[src/rtl/uart_tx_framer.sv]
// UART transmitter: one-entry holding register feeding an LSB-first serialiser.
// Define UART_TX_PARITY_EN to insert a parity bit between the data and stop bits.
module uart_tx_framer #(
    parameter int DATA_WIDTH     = 8,
    parameter int CLOCKS_PER_BIT = 16,
    parameter int STOP_BITS      = 1,
    parameter int PARITY_ODD     = 0
) (
    input  logic                  Clock,
    input  logic                  Reset,
    input  logic [DATA_WIDTH-1:0] DataIn,
    input  logic                  DataValid,
    output logic                  DataReady,
    output logic                  DataOut,
    output logic                  Busy
);

    localparam int BAUD_W = $clog2(CLOCKS_PER_BIT);
    localparam int BIT_W  = $clog2(DATA_WIDTH + 1);
    localparam logic [BAUD_W-1:0] BAUD_LAST = BAUD_W'(CLOCKS_PER_BIT - 1);
    localparam logic [BIT_W-1:0]  DATA_LAST = BIT_W'(DATA_WIDTH - 1);
    localparam logic [BIT_W-1:0]  STOP_LAST = BIT_W'(STOP_BITS - 1);

`ifdef UART_TX_PARITY_EN
    typedef enum logic [2:0] {S_IDLE, S_START, S_DATA, S_PARITY, S_STOP} state_t;
`else
    typedef enum logic [1:0] {S_IDLE, S_START, S_DATA, S_STOP} state_t;
`endif

    state_t                state_q, state_d;
    logic [DATA_WIDTH-1:0] hold_q, hold_d;
    logic                  hold_full_q, hold_full_d;
    logic [DATA_WIDTH-1:0] shift_q, shift_d;
    logic [BAUD_W-1:0]     baud_q, baud_d;
    logic [BIT_W-1:0]      bit_q, bit_d;
    logic                  out_q, out_d;
    logic                  busy_q, busy_d;
`ifdef UART_TX_PARITY_EN
    logic                  par_q, par_d;
`endif

    logic accept;
    logic load;
    logic baud_wrap;

    always_comb begin
        state_d     = state_q;
        hold_d      = hold_q;
        hold_full_d = hold_full_q;
        shift_d     = shift_q;
        baud_d      = baud_q;
        bit_d       = bit_q;
`ifdef UART_TX_PARITY_EN
        par_d       = par_q;
`endif
        load        = 1'b0;
        accept      = DataValid && !hold_full_q;
        baud_wrap   = (baud_q == BAUD_LAST);

        if (accept) begin
            hold_d      = DataIn;
            hold_full_d = 1'b1;
        end

        case (state_q)
            S_IDLE: begin
                if (hold_full_q) begin
                    load    = 1'b1;
                    state_d = S_START;
                end
            end
            S_START: begin
                if (baud_wrap) state_d = S_DATA;
            end
            S_DATA: begin
                if (baud_wrap) begin
                    shift_d = shift_q >> 1;
                    if (bit_q == DATA_LAST) begin
`ifdef UART_TX_PARITY_EN
                        state_d = S_PARITY;
`else
                        state_d = S_STOP;
`endif
                    end else begin
                        bit_d = bit_q + 1'b1;
                    end
                end
            end
`ifdef UART_TX_PARITY_EN
            S_PARITY: begin
                if (baud_wrap) state_d = S_STOP;
            end
`endif
            S_STOP: begin
                if (baud_wrap) begin
                    if (bit_q == STOP_LAST) begin
                        // A queued word starts its frame with no idle cycle in between.
                        if (hold_full_q) begin
                            load    = 1'b1;
                            state_d = S_START;
                        end else begin
                            state_d = S_IDLE;
                        end
                    end else begin
                        bit_d = bit_q + 1'b1;
                    end
                end
            end
            default: state_d = S_IDLE;
        endcase

        // load and accept never coincide: accept needs the holding register empty.
        if (load) begin
            shift_d     = hold_q;
            hold_full_d = 1'b0;
`ifdef UART_TX_PARITY_EN
            par_d       = (^hold_q) ^ (PARITY_ODD != 0);
`endif
        end

        if (state_d != state_q || load) begin
            baud_d = '0;
            bit_d  = '0;
        end else if (state_q != S_IDLE) begin
            baud_d = baud_wrap ? '0 : baud_q + 1'b1;
        end

        case (state_d)
            S_START:  out_d = 1'b0;
            S_DATA:   out_d = shift_d[0];
`ifdef UART_TX_PARITY_EN
            S_PARITY: out_d = par_d;
`endif
            default:  out_d = 1'b1;
        endcase

        busy_d = (state_d != S_IDLE) || hold_full_d;
    end

    always_ff @(posedge Clock or negedge Reset) begin
        if (!Reset) begin
            state_q     <= S_IDLE;
            hold_q      <= '0;
            hold_full_q <= 1'b0;
            shift_q     <= '0;
            baud_q      <= '0;
            bit_q       <= '0;
            out_q       <= 1'b1;
            busy_q      <= 1'b0;
`ifdef UART_TX_PARITY_EN
            par_q       <= 1'b0;
`endif
        end else begin
            state_q     <= state_d;
            hold_q      <= hold_d;
            hold_full_q <= hold_full_d;
            shift_q     <= shift_d;
            baud_q      <= baud_d;
            bit_q       <= bit_d;
            out_q       <= out_d;
            busy_q      <= busy_d;
`ifdef UART_TX_PARITY_EN
            par_q       <= par_d;
`endif
        end
    end

    assign DataReady = !hold_full_q;
    assign DataOut   = out_q;
    assign Busy      = busy_q;

endmodule

[config.mk]
export PLATFORM = sky130hd
export DESIGN_NAME = uart_tx_framer
export DESIGN_NICKNAME = d
export VERILOG_FILES = /design/src/rtl/uart_tx_framer.sv
export SDC_FILE = /design/constraint.sdc
export NUM_CORES = 1
export LEC_CHECK = 0
export ABC_CLOCK_PERIOD_IN_PS = 4300
export CAP_MARGIN = 25
export CORE_MARGIN = 2
export CORE_UTILIZATION = 38
export CTS_BUF_LIST = sky130_fd_sc_hd__clkbuf_4
export DETAILED_ROUTE_END_ITERATION = 10
export GPL_ROUTABILITY_DRIVEN = 0
export PLACE_DENSITY = 0.64
export REMOVE_ABC_BUFFERS = 1
export SYNTH_ARGS = -nofsm -noshare
export SYNTH_HDL_FRONTEND = slang
export SYNTH_SLANG_ARGS = --single-unit
[constraint.sdc]
create_clock -name Clock -period 4.3 [get_ports Clock]
set_clock_uncertainty 0.1 [all_clocks]
set_input_delay 0.43 -clock Clock [delete_from_list [all_inputs] [get_ports Clock]]
set_output_delay 0.43 -clock Clock [all_outputs]
set_load 0.03 [all_outputs]
==> flow_metrics.py, run 1 <==
metrics = {
    "status": {
        "outcome": "finished clean",
    },
    "die": {
        "die_w_um": 69.0,
        "dieArea_um2": 4760,
        "core_area_um2": 4030,
        "fp-row-count": 23,
        "fp.dieH_um": 69.0,
        "start_util_pct": 39.8,
        "ioPinCount": 14,
    },
    "critical_path": {
        "cp_max_fo": 8,
        "crit_type": "flip-flop to flip-flop",
        "end_kind": "flip-flop",
        "start_kind": "flip-flop",
        "cp.required_ns": 4.40,
        "critPathMaxStageDelay_ns": 0.48,
        "crit_chain": "inv_1 > ha_1 > and4b_2 > nor4_4 > nand4_1 > xor2_1 > nor3_2",
        "crit_arrival_ns": 2.30,
        "cpMaxStageDelayCell": "dfrtp_1",
    },
    "final_layout": {
        "drive_gt1_share_pct": 17.7,
        "mostFrequentLayoutCells": "dfrtp_1 (28), clkdlybuf4s50_1 (13), mux2i_1 (10), nand2_1 (10), nor3_1 (10)",
        "area_delta_synth_final_pct": 15.2,
        "fin_util_pct": 45.9,
        "multi_input_area_um2": 816,
        "insertedDiodeCount": 0,
        "layout_commonest_cell": "dfrtp_1",
        "nets": 182,
        "nFillCells": 377,
        "seq_area_um2": 727,
    },
    "clock_network": {
        "postCtsHoldBufs": 0,
        "cts_buffer_depth": 2,
        "numCtsBuffers": 5,
        "post_cts_resized": 0,
        "cts_tree": "yes",
        "cts_setup_buffers": 0,
        "cts_sinks": 29,
        "insertion_delay_ns": 0.32,
        "cts_root_buf": "clkbuf_4",
        "clkTransAtPathRegs_ns": 0.09,
        "htreeDepth": 2,
    },
    "timing": {
        "fin_ws_ns": 2.10,
        "fin_crit_ns": 2.20,
        "fmax_mhz": 454,
        "drv_slew": 0,
        "relSlewSlack_pct": 55.7,
        "hold_violations": 0,
        "tns_ns": 0,
        "finalSetupViolCount": 0,
        "grt_setup_unrepaired": "false",
        "timing.hold.ws_ns": 0.371,
        "worstMarginPinSlew_ns": 0.663,
        "period_share_pct": 51.3,
    },
    "detailed_routing": {
        "viasPerCell": 5.34,
        "wl_per_cell_um": 13.6,
        "drc": 0,
        "ant_nets": 0,
        "routed_wirelength_um": 2900,
        "firstDrtPassIters": 4,
        "drt_iter0_drc": 61,
        "num_vias": 1142,
    },
    "pwr": {
        "p_int_mw": 0.667,
        "swShare_pct": 35.1,
        "cellLeakagePower_nw": 0.837,
        "seqPwrFrac_pct": 43.4,
        "irDropWorstVdd_uv": 288,
        "p_comb_share_pct": 35.5,
        "p_switching_mw": 0.360,
        "pwr-share-clk_pct": 21.2,
        "p_per_area_nw_per_um2": 556,
    },
    "placed_design": {
        "dp_hpwl_um": 2170,
        "port_buffers": 13,
        "place_ws_ns": 2.12,
    },
    "global_routing": {
        "first_global_vias": 1116,
        "grt_max_degree": 30,
        "grt_usage_pct": 14.7,
        "gr-total-overflow": 0,
        "grt_pass1_wl_um": 4980,
        "antenna_found_initial": 0,
    },
    "yosys": {
        "yosys_warnings": 0,
        "yosys.area_share.simple_pct": 16.8,
        "syn_avg_cell_area_um2": 10.9,
        "synth_area_leader_cell": "dfrtp_1",
        "synth_compound_area_share_pct": 13.7,
        "yosysUniqueCellTypes": 45,
        "synth_top_family_by_area": "simple AND/OR/NAND/NOR gates",
        "ys_ff_latch": 29,
        "synthXorXnorAreaFrac_pct": 2.18,
        "synth_top_area_share_pct": 43.7,
        "synthCells": 147,
        "synth-seq-area-share_pct": 45.3,
        "synthMuxAreaShare_pct": 11.9,
        "synthTopCellsByArea": "dfrtp_1 (44%), ha_1 (6.2%), mux2i_1 (6.2%)",
        "synthAdderAreaFrac_pct": 6.24,
        "synth_area_um2": 1600,
    },
    "run": {
        "max_cap_viol_count": 0,
    },
    "worst_hold_path": {
        "holdCritPathClass": "primary input to asynchronous set/reset pin",
    },
}
-- per-stage QoR --
stage / total power [mW] / instances / cell area [µm²]
after floorplan: 0.710 / 142 / 1570
after global placement: 0.801 / 206 / 1770
after detailed placement: 0.819 / 206 / 1770
after CTS: 1.04 / 214 / 1850
after global routing: 1.11 / 214 / 1850
final: 1.03 / 214 / 1850
-- final timing paths --
path                             from    endpoint  slack [ns]  cells past startpoint
setup / recovery           state_q[0]    bit_q[3]        2.10                      7
hold / removal                  Reset   hold_q[1]        0.37                      2
setup reg to reg           state_q[0]    bit_q[3]        2.10                      7
hold reg to reg             hold_q[6]  shift_q[6]        0.39                      2
max in group asynchronous       Reset     DataOut        3.43                      2
min in group Clock          hold_q[6]  shift_q[6]        0.39                      2
-- per-layer routing --
layer  global-route usage, %  share of wire (%)
met1                    17.0                 43
met4                    8.82                2.7
met3                    5.03                4.5
met5                       0                  0
met2                    23.4                 50
-- cell usage after synthesis (all sizes together) --
cell	instances
dfrtp	28
o21ai	12
nor3	11
mux2i	10
nand2	10
a21oi	8
ha	8
mux2	8
inv	7
nor2	7
a21o	4
buf	4
a211oi	2
nand3	2
nand4	2
nor2b	2
xnor2	2
xor2	2
a221oi	1
a32oi	1
a41oi	1
and2	1
and3	1
and4b	1
and4bb	1
clkbuf	1
dfstp	1
nand2b	1
nand3b	1
nand4b	1
nor4	1
o221a	1
o22ai	1
o31a	1
or2b	1
or3b	1
-- cell families (layout without fill, tap and decap cells) --
| kind of cell | count (synthesis) | after routing |
|---|---|---|
| XOR/XNOR | 4 | 4 |
| AND/OR/NAND/NOR | 44 | 44 |
| multiplexers | 18 | 18 |
| adder cells (fa/ha/maj) | 8 | 8 |
| flip-flops | 29 | 29 |
| buffers and inverters | 12 | 29 |
| AO/OA/AOI/OAI | 32 | 32 |
-- cell type report --
| class | instances | area share [%] |
|---|---|---|
| Inverter | 7 | 1.42 |
| Tap cell | 50 | 3.39 |
| Clock buffer | 6 | 2.44 |
| Clock inverter | 2 | 1.83 |
| Multi-Input combinational cell | 106 | 44.1 |
| Sequential cell | 29 | 39.3 |
| Timing Repair Buffer | 14 | 7.45 |
-- state kept, by name, summed over array words and instances, names as in the netlist --
name	flops
Busy	1
DataOut	1
baud_q	4
bit_q	4
hold_full_q	1
hold_q	8
shift_q	8
state_q	2
-- power groups by stage --
| stage | Sequential (mW) | Combinational (mW) | Clock, mW |
|---|---|---|---|
| after detailed placement | 0.451 | 0.369 | 0 |
| after floorplan | 0.447 | 0.263 | 0 |
| after CTS | 0.445 | 0.370 | 0.226 |
| after global routing | 0.459 | 0.409 | 0.242 |
| final | 0.446 | 0.364 | 0.218 |
| after global placement | 0.445 | 0.356 | 0 |
-- critical path, delay by kind of cell (launching register included) --
kind          cells  cell delay, ns
fa+ha+maj         1            0.32
xor+xnor          1            0.20
simple gates      4            0.85
buf+inv           1            0.13
flops             1            0.48
No activity file was read; power rests on OpenSTA's default activity.
==> run 2: changes to the inputs <==
--- a/config.mk
+++ b/config.mk
@@ -5,14 +5,14 @@
 export SDC_FILE = /design/constraint.sdc
 export NUM_CORES = 1
 export LEC_CHECK = 0
-export ABC_CLOCK_PERIOD_IN_PS = 4300
+export ABC_CLOCK_PERIOD_IN_PS = 1940
 export CAP_MARGIN = 25
 export CORE_MARGIN = 2
 export CORE_UTILIZATION = 38
 export CTS_BUF_LIST = sky130_fd_sc_hd__clkbuf_4
 export DETAILED_ROUTE_END_ITERATION = 10
 export GPL_ROUTABILITY_DRIVEN = 0
-export PLACE_DENSITY = 0.64
+export PLACE_DENSITY = 0.67
 export REMOVE_ABC_BUFFERS = 1
 export SYNTH_ARGS = -nofsm -noshare
 export SYNTH_HDL_FRONTEND = slang
==> constraint.sdc (replaced) <==
create_clock -name Clock -period 1.94 [get_ports Clock]
set_clock_uncertainty 0.1 [all_clocks]
set_input_delay 0.194 -clock Clock [delete_from_list [all_inputs] [get_ports Clock]]
set_output_delay 0.194 -clock Clock [all_outputs]
set_load 0.03 [all_outputs]
==> run 2 against run 1 <==
Critical endpoint is now bit_q[2]; non-clock buffer count grew 21; routed wire length up 11%; global-route usage up 0.69 points; worst hold slack got worse by 0.23 ns; fmax increased by 12%; sequential share of layout area down 4.0 points; critical path type unchanged; the flow now finishes with violations (negative setup slack); flip-flop and latch count unchanged.
==> flow_metrics.py, run 2 (synthesis gave the netlist of run 1 again) <==
metrics = {
    "pwr": {
        "p_switching_mw": 0.853,
        "total_power_mw": 2.29,
        "p_per_area_nw_per_um2": 1110,
        "swShare_pct": 37.2,
        "pwr-share-clk_pct": 14.6,
        "p_comb_share_pct": 43.2,
        "p_int_mw": 1.44,
        "seqPwrFrac_pct": 42.2,
        "irDropWorstVdd_uv": 641,
        "cellLeakagePower_nw": 0.941,
    },
    "timing": {
        "drv_slew": 0,
        "fmax_mhz": 510,
        "timing.hold.ws_ns": 0.140,
        "tns_ns": -0.0272,
        "relSlewSlack_pct": 75.6,
        "hold_violations": 0,
        "finalSetupViolCount": 2,
        "grt_setup_unrepaired": "true",
        "fin_crit_ns": 1.96,
        "worstMarginPinSlew_ns": 0.366,
        "fin_ws_ns": -0.0217,
        "period_share_pct": 101,
    },
    "placed_design": {
        "place_ws_ns": -0.0629,
        "port_buffers": 13,
        "place_area_um2": 1890,
        "dp_hpwl_um": 2290,
        "placed_cells": 221,
    },
    "final_layout": {
        "mostFrequentLayoutCells": "dfrtp_1 (27), buf_4 (21), clkdlybuf4s50_1 (12)",
        "stdcell_count": 235,
        "insertedDiodeCount": 0,
        "reg_top3": "hold_q (8), shift_q (8)",
        "stdcell_area_um2": 2060,
        "nets": 203,
        "area_delta_synth_final_pct": 28.3,
        "layout_commonest_cell": "dfrtp_1",
        "drive_gt1_share_pct": 33.5,
        "fin_util_pct": 51.1,
        "nFillCells": 373,
    },
    "clock_network": {
        "cts_sinks": 29,
        "htreeDepth": 2,
        "numCtsBuffers": 5,
        "postCtsHoldBufs": 0,
        "insertion_delay_ns": 0.32,
        "cts_tree": "yes",
        "cts_buffer_depth": 2,
        "clkTransAtPathRegs_ns": 0.09,
        "cts_root_buf": "clkbuf_4",
    },
    "critical_path": {
        "start_kind": "flip-flop",
        "cp.required_ns": 2.08,
        "cp_max_fo": 8,
        "worstReg2RegStart": "state_q[1]",
        "rr_worst_depth": 6,
        "cpMaxStageDelayCell": "dfrtp_2",
        "worst-path-buf-inv": 0,
        "crit_arrival_ns": 2.10,
        "regToRegSetupSlack_ns": -0.02,
        "crit_type": "flip-flop to flip-flop",
        "crit_chain": "ha_2 > and4bb_4 > a21o_1 > a32oi_1 > o21ai_4 > nor3_1",
        "end_kind": "flip-flop",
        "critPathMaxStageDelay_ns": 0.46,
        "r2r-end": "bit_q[2]",
        "path_delay_family": "compound AO/OA/AOI/OAI gates",
    },
    "global_routing": {
        "gr-total-overflow": 0,
        "antenna_found_initial": 0,
        "first_global_vias": 1226,
        "grt_max_degree": 30,
        "grt_pass1_wl_um": 5350,
        "grt_usage_pct": 15.4,
    },
    "detailed_routing": {
        "wl_per_cell_um": 13.7,
        "viasPerCell": 5.17,
        "drt_iter0_drc": 38,
        "routed_wirelength_um": 3220,
        "firstDrtPassIters": 4,
        "num_vias": 1215,
        "ant_nets": 0,
        "drc": 0,
    },
    "die": {
        "start_util_pct": 39.8,
        "dieArea_um2": 4760,
        "die_w_um": 69.0,
        "core_area_um2": 4030,
        "fp-row-count": 23,
        "fp.dieH_um": 69.0,
        "ioPinCount": 14,
    },
    "run": {
        "max_cap_viol_count": 0,
    },
    "status": {
        "outcome": "complete, but fails checks",
        "violations": "negative setup slack",
    },
    "worst_hold_path": {
        "holdCritPathClass": "primary input to asynchronous set/reset pin",
    },
}
[run 2: cell types whose count changed in the layout (fill, tap and decap cells not counted), moves of 2 or more]
cell     delta
ha_2        +3
a21oi_2     +2
buf_4      +20
a21oi_1     -2
ha_1        -4
[run 2: worst max-delay path by stage]
stage | startpoint | cells past startpoint | end
CTS | bit_q[0] | 7 | DataOut
finish | state_q[1] | 6 | bit_q[2]
global placement | bit_q[0] | 7 | DataOut
global route | bit_q[0] | 7 | bit_q[2]
floorplan | state_q[0] | 7 | bit_q[3]
detailed placement | bit_q[0] | 8 | bit_q[2]
[run 2: timing repair]
item | CTS | global route
buffers inserted | 3 | 3
pin swaps | 4 | 5
gates resized for setup | 8 | 11
endpoints found under the setup margin | 10 | 16
[run 2: metal layers]
metal  global-route usage, %  vias to the layer above  part of all wire (%)
met5                       0                        -                     0
met4                    7.11                        0                   1.4
met3                    3.41                        6                   4.0
met2                    26.3                       27                    51
met1                    18.3                      577                    44
li1                        -                      605                     -
[run 2: worst register-to-register path: cells and delay by family, from the launching register on]
family | cells | cell delay (ns)
fa+ha+maj | 1 | 0.20
simple gates | 2 | 0.45
compound gates | 3 | 0.66
flops | 1 | 0.46
[run 2: area by class of cell]
type / instances / area [µm²] / share of cell area (%)
Tap cell: 50 / 62.6 / 3.04
Timing Repair Buffer: 35 / 310 / 15.1
Clock inverter: 3 / 12.5 / 0.608
Inverter: 7 / 26.3 / 1.28
Sequential cell: 29 / 728 / 35.4
Clock buffer: 5 / 37.5 / 1.82
Multi-Input combinational cell: 106 / 881 / 42.8
[run 2: power groups by stage]
stage / Combinational, mW / Sequential (mW) / Clock [mW]
2_1_floorplan: 0.582 / 0.991 / 0
3_5_place_dp: 0.949 / 0.975 / 0
6_report: 0.991 / 0.969 / 0.334
3_3_place_gp: 0.922 / 0.962 / 0
4_1_cts: 0.965 / 0.965 / 0.349
5_1_grt: 1.09 / 0.997 / 0.376
